<file path="config.mk">
export PLATFORM = sky130hd
export DESIGN_NAME = sw_debounce
export DESIGN_NICKNAME = d
export VERILOG_FILES = /design/src/rtl/sw_debounce.sv
export SDC_FILE = /design/constraint.sdc
export NUM_CORES = 1
export LEC_CHECK = 0
export CAP_MARGIN = 20
export CORE_MARGIN = 10
export CORE_UTILIZATION = 53
export CTS_CLUSTER_SIZE = 8
export DETAILED_ROUTE_END_ITERATION = 10
export GPL_TIMING_DRIVEN = 0
export PLACE_DENSITY = 0.75
export RECOVER_POWER = 25
export SLEW_MARGIN = 20
export SYNTH_ARGS = -nofsm -noshare
export SYNTH_HDL_FRONTEND = slang
export SYNTH_SLANG_ARGS = --single-unit
</file>
<file path="constraint.sdc">
create_clock -name clk -period 7.1 [get_ports clk]
set_input_delay 1.42 -clock clk [delete_from_list [all_inputs] [get_ports clk]]
set_output_delay 1.42 -clock clk [all_outputs]
set_load 0.01 [all_outputs]
</file>
<file path="src/rtl/sw_debounce.sv">
// rtl/sw_debounce.sv - switch synchronizer and per-bit tick-sampled debouncer
//
// Conditions raw active-low slide switch levels into the clk domain and
// presents a settled word to the adder input stage.
//
// Ports:
//   clk     system clock, rising edge
//   rst     asynchronous active-high reset
//   sw_raw  [WIDTH] raw switch levels, asynchronous, active-low (off = 1)
//   sw_a    [WIDTH] debounced switch word, resets to all ones (all off)
//   sw_chg  one-cycle pulse in the first cycle sw_a shows a new value
//   tick    one-cycle sample strobe every TICK_DIV cycles
module sw_debounce #(
    parameter int WIDTH    = 32,
    parameter int TICK_DIV = 50000,
    parameter int STABLE_N = 4
) (
    input  logic             clk,
    input  logic             rst,
    input  logic [WIDTH-1:0] sw_raw,
    output logic [WIDTH-1:0] sw_a,
    output logic             sw_chg,
    output logic             tick
);

    localparam int PW = (TICK_DIV > 1) ? $clog2(TICK_DIV) : 1;
    localparam int CW = $clog2(STABLE_N + 1);
    localparam logic [PW-1:0] PRE_LAST = PW'(TICK_DIV - 1);
    localparam logic [CW-1:0] CNT_LAST = CW'(STABLE_N - 1);

    logic [WIDTH-1:0] sync1;
    logic [WIDTH-1:0] sync2;
    logic [PW-1:0]    pre;
    logic [CW-1:0]    cnt [WIDTH];
    logic [WIDTH-1:0] differ;
    logic [WIDTH-1:0] commit;

    // Two-flop synchronizer; resets to "all switches off".
    always_ff @(posedge clk or posedge rst) begin
        if (rst) begin
            sync1 <= '1;
            sync2 <= '1;
        end else begin
            sync1 <= sw_raw;
            sync2 <= sync1;
        end
    end

    // Prescaler; tick is registered so it lands one cycle after the wrap value.
    always_ff @(posedge clk or posedge rst) begin
        if (rst) begin
            pre  <= '0;
            tick <= 1'b0;
        end else begin
            tick <= (pre == PRE_LAST);
            pre  <= (pre == PRE_LAST) ? '0 : pre + 1'b1;
        end
    end

    // A bit commits when it still differs and this is its STABLE_N-th
    // consecutive differing sample.
    always_comb begin
        differ = sync2 ^ sw_a;
        commit = '0;
        for (int i = 0; i < WIDTH; i++) begin
            commit[i] = differ[i] && (cnt[i] == CNT_LAST);
        end
    end

    always_ff @(posedge clk or posedge rst) begin
        if (rst) begin
            sw_a   <= '1;
            sw_chg <= 1'b0;
            for (int i = 0; i < WIDTH; i++) begin
                cnt[i] <= '0;
            end
        end else begin
            // One strobe no matter how many bits commit together.
            sw_chg <= tick && (|commit);
            if (tick) begin
                for (int i = 0; i < WIDTH; i++) begin
                    if (!differ[i]) begin
                        // An agreeing sample cancels any pending change.
                        cnt[i] <= '0;
                    end else if (commit[i]) begin
                        sw_a[i] <= sync2[i];
                        cnt[i]  <= '0;
                    end else begin
                        cnt[i] <= cnt[i] + 1'b1;
                    end
                end
            end
        end
    end

endmodule

</file>
### After elaboration in Yosys (flattened, before gate mapping)

Cells that the tools add are included.

* register bits: 210
* bits of input ports: 34
* output and inout port bits: 34
* word-level logic and storage cells: 267

* $add $sub $neg: 33
* eq/ne operators: 33
* multiplexer cells: 65
* bitwise logic cells: 1
* reduce and logical (&&, ||, !) cells: 66

Operators with widths (number)
* $mux W3: 64
* $add A3 B1 Y3 const B: 32
* $eq A3 B2 Y1 const B: 32
* $reduce_and A3 Y1: 32
* $logic_and A1 B1 Y1: 33
* $reduce_or A32 Y1: 1
* $xor A32 B32 Y32: 1
* $add A16 B1 Y16 const B: 1
* $eq A16 B16 Y1 const B: 1
* $mux W16: 1

### Depth between registers and ports, before layout

Gate-level depths: netlist (run 1).

* depth in word-level cells: 4
* gate-level depth with buffers: 6
* mapped depth without buffers: 5

### Worst setup path after synthesis (run 1)

No wires, ideal clock.

* path kind: register -> output
* start: reg sw_a[16]
* end: out sw_a[16]
* arrival time: 0.543 ns
* required time: 5.680 ns
* slack: 5.137 ns
* cell stages (with the launch flop): 1
* path buffers: 0
* cell sequence: dfstp_2

RTL lines
* from (decl): line 21 `output logic [WIDTH-1:0] sw_a,`
* from (signal, indexed assignment): line 86 `sw_a[i] <= sync2[i];`

No word-level cell between the ends.

### Worst setup path in the final report (run 1)

* start: reg sw_a[2]
* end: out sw_a[2]

No word-level cell between the ends.

==> qor.txt, run 1 <==
Synth cell types: 45
most frequent cells in the layout: dfrtp_1, dfstp_2, o21ai_0
Post-DP Area: 9880 sq um
Reg-to-Reg End: cnt[5]
Hold EP: sync2[6]
Die Width: 150 um
critical path type: flop to primary output
Post-synth EDFFs: 0
WL final: 18.2 mm
maximum vdd drop: 0.168 mV
total gr overflow: 0
initial antenna violation count: 0
dpl hpwl: 12.3 mm
core footprint: 16500 sq um
async set-reset flop share out of synthesis: 1.00
Ant. Diodes: 0
height of the die: 150 um
family with the most delay on the worst path: buffers and inverters
P&R area growth vs syn: 20.7%
FILL cells: 1245
vias: 5838
Setup Viol. Count Final: 0
Crit path depth: 1
Cell Area, Synth: 8900 sq um
Hold Path Stages: 0
H-tree levels: 1
CTS tree: yes
First DRT Iteration DRCs: 362
synth warn: 0
Hold Crit Class: flop to flop
crit end category: primary output
vias per cell: 5.29
routability cong.: 0.821
vias in the first global route: 6423
syn_area_per_cell: 11.7 sq um
critical path's slowest cell: clkdlybuf4s50_1
overall die area: 22400 sq um
Fin. Hold Viols: 0
r2r startpoint: tick
# Max-Cap Violations: 0
Crit path largest cell delay: 600 ps
Worst Path Arrival: 1680 ps
Residual DRC: 0
row cnt: 47
Slew Limit Fails: 0
leakage power: 4.62 nW
Util after Layout: 0.650
CP Cell Sequence: clkdlybuf4s50_1
startpoint types: flop
initial core utilization: 0.538
share of cells above drive strength 1: 0.205
ys flop type: dfrtp_1
slew margin rel.: 0.510
Pre-antenna DRT Iters: 5
global-route wire length before repair: 30.7 mm
Worst-path clk slew: 50 ps
status: complete, no violations
number of primary I/O pins: 68
Num CTS Buffers: 30
commonest non-fill, non-tap cell in the layout: dfrtp_1
fmax: 0.322 GHz
syn nets: 826
synthesis-stage register bit count: 210
CP Buf/Inv Count: 1
Final Cell Area: 10700 sq um
antenna-violating nets left: 0
Cells after Synth: 759
Final nets: 926
PwrDens: 243 nW/um^2
Clock Skews: 15.6 ps
peak fanout along the critical path: 3
WL/cell: 16.5 um
sequential-to-total area share from yosys stat: 0.604
Skew-Pair Late Insertion Delay: 530 ps
pin count of the biggest net entering global routing: 115
clk root buf: clkbuf_16
Total GRT Usage: 0.166
CP Data Required Time: 5680 ps
Worst-Margin Slew: 735 ps
Seq. cell area: 5380 sq um
hold_sp: sync1[6]
period utilization: 0.437
CTS Hold Bufs: 0
footprint of the multi-input gates: 3190 sq um
clock tree sinks: 210
minimum clock period after layout: 3100 ps
number of I/O port buffers: 67
unrepaired setup endpoints after global routing: no
Post-CTS Setup Bufs: 0
post-cts sizing count: 0
Worst R2R Setup Slack: 4760 ps
CTS Buffer Depth: 3
R2R depth: 5
==> sequential cells by signal, summed over array words and instances (netlist names) <==
name and flops:
sync2 32, sw_a 32, sw_chg 1, tick 1, cnt 96, pre 16, sync1 32
==> kinds of logic (layout without fill, tap and decap cells) <==
group	Yosys count	in the layout	synth area share
and+or+nand+nor	239	239	0.140
DFF	210	210	0.604
AOI/OAI and AO/OA	112	112	0.0800
buffers and inverters	82	206	0.0360
xor gates and xnor gates	42	42	0.0413
muxes	41	41	0.0518
adders and majority gates	33	33	0.0464
==> cell usage after synthesis, types with 2 or more instances <==
cell type / count / area, sq um
nand3_2: 2 / 20.0
dfrtp_1: 114 / 2850
or2_2: 4 / 25.0
and2_1: 25 / 156
mux2_2: 39 / 439
o32ai_1: 15 / 131
nor2b_1: 20 / 125
or3_1: 2 / 12.5
nand2b_1: 18 / 113
nand4_1: 4 / 25.0
nand2_1: 40 / 150
buf_1: 3 / 11.3
nand3b_1: 5 / 37.5
xnor2_1: 35 / 307
and4_4: 2 / 22.5
nor4_1: 4 / 25.0
o21ai_0: 67 / 335
inv_1: 60 / 225
or2_1: 2 / 12.5
nor2_1: 55 / 206
ha_1: 33 / 413
dfstp_2: 96 / 2520
clkbuf_1: 10 / 37.5
o2bb2ai_1: 18 / 158
a21o_1: 7 / 52.6
buf_2: 7 / 35.0
xor2_1: 7 / 61.3
nand3_1: 48 / 240
==> through the flow <==
step,TNS (ps),total power [W],hold slack (ps),setup WS (ps),std cells
2_1_floorplan,0,0.00129,345,101,759
3_3_place_gp,-240340,0.00132,345,-2120,1046
3_5_place_dp,0,0.00133,347,4130,1047
4_1_cts,0,0.00264,346,4000,1103
5_1_grt,0,0.00270,351,3960,1103
6_report,0,0.00261,346,4000,1103
==> power breakdown <==
part	total [W]	internal, W	switching [W]
clock	0.00130	0.000808	0.000493
combinational	0.0000620	0.0000234	0.0000386
sequential	0.00124	0.00123	0.00000945
total	0.00261	0.00206	0.000541
==> layer usage <==
layer / GRT usage / share of wire
met2: 0.283 / 0.50
met1: 0.209 / 0.44
met3: 0.0290 / 0.042
met5: 0 / 0
met4: 0.0550 / 0.023
==> final cells by class <==
class | count | area share
tap | 220 | 0.0256
clock buffer | 55 | 0.0807
sequential | 210 | 0.501
multi-input combinational | 467 | 0.297
clock inverter | 1 | 0.000816
buffer | 21 | 0.00758
inverter | 61 | 0.0220
timing repair buffer | 68 | 0.0650
==> how the worst max path moves through the flow <==
stage,start,endpoint
finish,sw_a[2],sw_a[2]
global route,sw_a[2],sw_a[2]
CTS,sw_a[2],sw_a[2]
detailed placement,rst,cnt[71]
global placement,rst,cnt[11]
floorplan,rst,cnt[0]
No activity file was read; power rests on OpenSTA's default activity.
==> run 2: changes to the inputs <==
- CORE_UTILIZATION: 53 -> 58
- PLACE_DENSITY: 0.75 -> 0.78
- clock period: 7.1 -> 3.15 ns (I/O delays scaled with it)
==> run 2 against run 1 <==
Compared with the run above: via count is 1.3% higher; final cell count is 2.4% lower; final area is 0.58% higher; non-clock buffer count is 6 higher; routed wire length is 1.3% higher; count of clock-buffer cells in the layout is 2 lower; first-iteration DRC count is 7.2% lower; critical path type unchanged; worst setup slack worse by 3200 ps.
==> qor.txt, run 2 (same netlist as run 1, synthesis figures left out) <==
CP Cell Sequence: clkdlybuf4s50_1 (unchanged)
vias in the first global route: 6408 (was 6423)
vias: 5911 (was 5838)
share of cells above drive strength 1: 0.220 (was 0.205)
antenna-violating nets left: 0 (unchanged)
# Max-Cap Violations: 0 (unchanged)
row cnt: 45 (was 47)
dpl hpwl: 12.7 mm (was 12.3 mm)
overall die area: 20700 sq um (was 22400 sq um)
crit end category: primary output (unchanged)
Skew-Pair Late Insertion Delay: 540 ps (was 530 ps)
critical path type: flop to primary output (unchanged)
Final Cell Area: 10800 sq um (was 10700 sq um)
Residual DRC: 0 (unchanged)
peak fanout along the critical path: 3 (unchanged)
Placed Cells incl. Taps: 1021 (was 1047)
TNS Setup: 0 ps (unchanged)
initial antenna violation count: 0 (unchanged)
Hold Path Stages: 0 (unchanged)
family with the most delay on the worst path: flip-flops (was buffers and inverters)
Num CTS Buffers: 30 (unchanged)
First DRT Iteration DRCs: 336 (was 362)
H-tree levels: 1 (unchanged)
pin count of the biggest net entering global routing: 37 (was 115)
minimum clock period after layout: 2300 ps
Hold EP: sync2[9] (was sync2[6])
Pre-antenna DRT Iters: 5 (unchanged)
overall power: 0.00585 W (was 0.00261 W)
routability cong.: 0.805 (was 0.821)
period utilization: 0.731
critical path's slowest cell: dfstp_2 (was clkdlybuf4s50_1)
status: complete, no violations (unchanged)
WL/cell: 17.1 um (was 16.5 um)
Die Width: 144 um (was 150 um)
initial core utilization: 0.590 (was 0.538)
Worst Path Arrival: 1670 ps (was 1680 ps)
Hold Crit Class: flop to flop (unchanged)
Crit path largest cell delay: 580 ps (was 600 ps)
post-cts sizing count: 0 (unchanged)
max FFs per register: 96 (unchanged)
Total GRT Usage: 0.183 (was 0.166)
Worst-Margin Slew: 1210 ps (was 735 ps)
Worst R2R Setup Slack: 1190 ps (was 4760 ps)
total gr overflow: 0 (unchanged)
vias per cell: 5.49 (was 5.29)
slew margin rel.: 0.192 (was 0.510)
CTS Buffer Depth: 3 (unchanged)
hold_sp: sync1[9] (was sync1[6])
Setup Viol. Count Final: 0 (unchanged)
R2R depth: 4 (was 5)
Clock Skews: 18.1 ps (was 15.6 ps)
startpoint types: flop (unchanged)
core footprint: 15100 sq um (was 16500 sq um)
leakage power: 4.68 nW (was 4.62 nW)
Fin. Hold Viols: 0 (unchanged)
number of I/O port buffers: 67 (unchanged)
number of primary I/O pins: 68 (unchanged)
Slew Limit Fails: 0 (unchanged)
Worst-path clk slew: 50 ps (about the same)
fmax: 0.434 GHz
most frequent cells in the layout: dfrtp_1, dfstp_2, o21ai_0 (unchanged)
Ant. Diodes: 0 (unchanged)
PwrDens: 541 nW/um^2 (was 243 nW/um^2)
clk root buf: clkbuf_16 (unchanged)
Post-CTS Setup Bufs: 0 (unchanged)
commonest non-fill, non-tap cell in the layout: dfrtp_1 (unchanged)
CTS Hold Bufs: 0 (unchanged)
Post-DP Area: 9960 sq um (was 9880 sq um)
height of the die: 144 um (was 150 um)
Final nets: 932 (was 926)
Layout Cells excl Fill: 1076 (was 1103)
CTS tree: yes (unchanged)
hold_ws: 353 ps (was 346 ps)
global-route wire length before repair: 30.8 mm (was 30.7 mm)
CP Buf/Inv Count: 1 (unchanged)
WL final: 18.4 mm (was 18.2 mm)
unrepaired setup endpoints after global routing: no (unchanged)
Reg-to-Reg End: sw_chg (was cnt[5])
CP Data Required Time: 2520 ps (was 5680 ps)
P&R area growth vs syn: 21.4% (was 20.7%)
register with the most flip-flops: cnt (unchanged)
clock tree sinks: 210 (unchanged)
maximum vdd drop: 0.462 mV (was 0.168 mV)
r2r startpoint: sw_a[13] (was tick)
## run 2: changes by cell type in the layout (fill, tap and decap cells not counted), sizes merged
cell	change
buf	+11
clkbuf	-7
clkdlybuf4s50	-2
dlygate4sd3	+2
clkinv	+1
clkinvlp	+1
inv	-1
## run 2: how the worst max path moves through the flow
stage / from / endpoint / slack, ps / cells after the start
6_report: sw_a[2] / sw_a[2] / 850 / 1
2_1_floorplan: rst / cnt[0] / -130 / 1
4_1_cts: sw_a[19] / sw_a[19] / 820 / 1
5_1_grt: rst / pre[3] / 630 / 4
3_5_place_dp: rst / sync2[7] / 1230 / 5
3_3_place_gp: rst / cnt[43] / -1500 / 2
## run 2: metrics by stage
| stage | worst slack [ps] | util |
|---|---|---|
| 4_1_cts | 821 | 0.717 |
| 3_5_place_dp | 1230 | 0.660 |
| 3_3_place_gp | -1500 | 0.650 |
| 2_1_floorplan | -130 | - |
| 5_1_grt | 634 | 0.716 |
| 6_report | 848 | 0.716 |
## run 2: per-layer routing
metal,up-vias,share of wire,GRT usage
li1,2781,-,-
met1,2954,0.41,0.216
met2,138,0.51,0.322
met3,38,0.057,0.0422
met4,0,0.024,0.0575
met5,-,0,0
## run 2: final cells by class
class                   count  area (sq um)
multi-input cells         467          3200
repair buffers             74           802
inverters                  61           230
clock inverters             2          25.0
fillers                  1069          4290
well taps                 188           235
plain buffers              21          91.3
clock buffers              53           837
flip-flops and latches    210          5380
## run 2: power breakdown
part           internal, W  switching (W)
Clock              0.00177        0.00112
Sequential         0.00278      0.0000217
Combinational    0.0000647      0.0000894
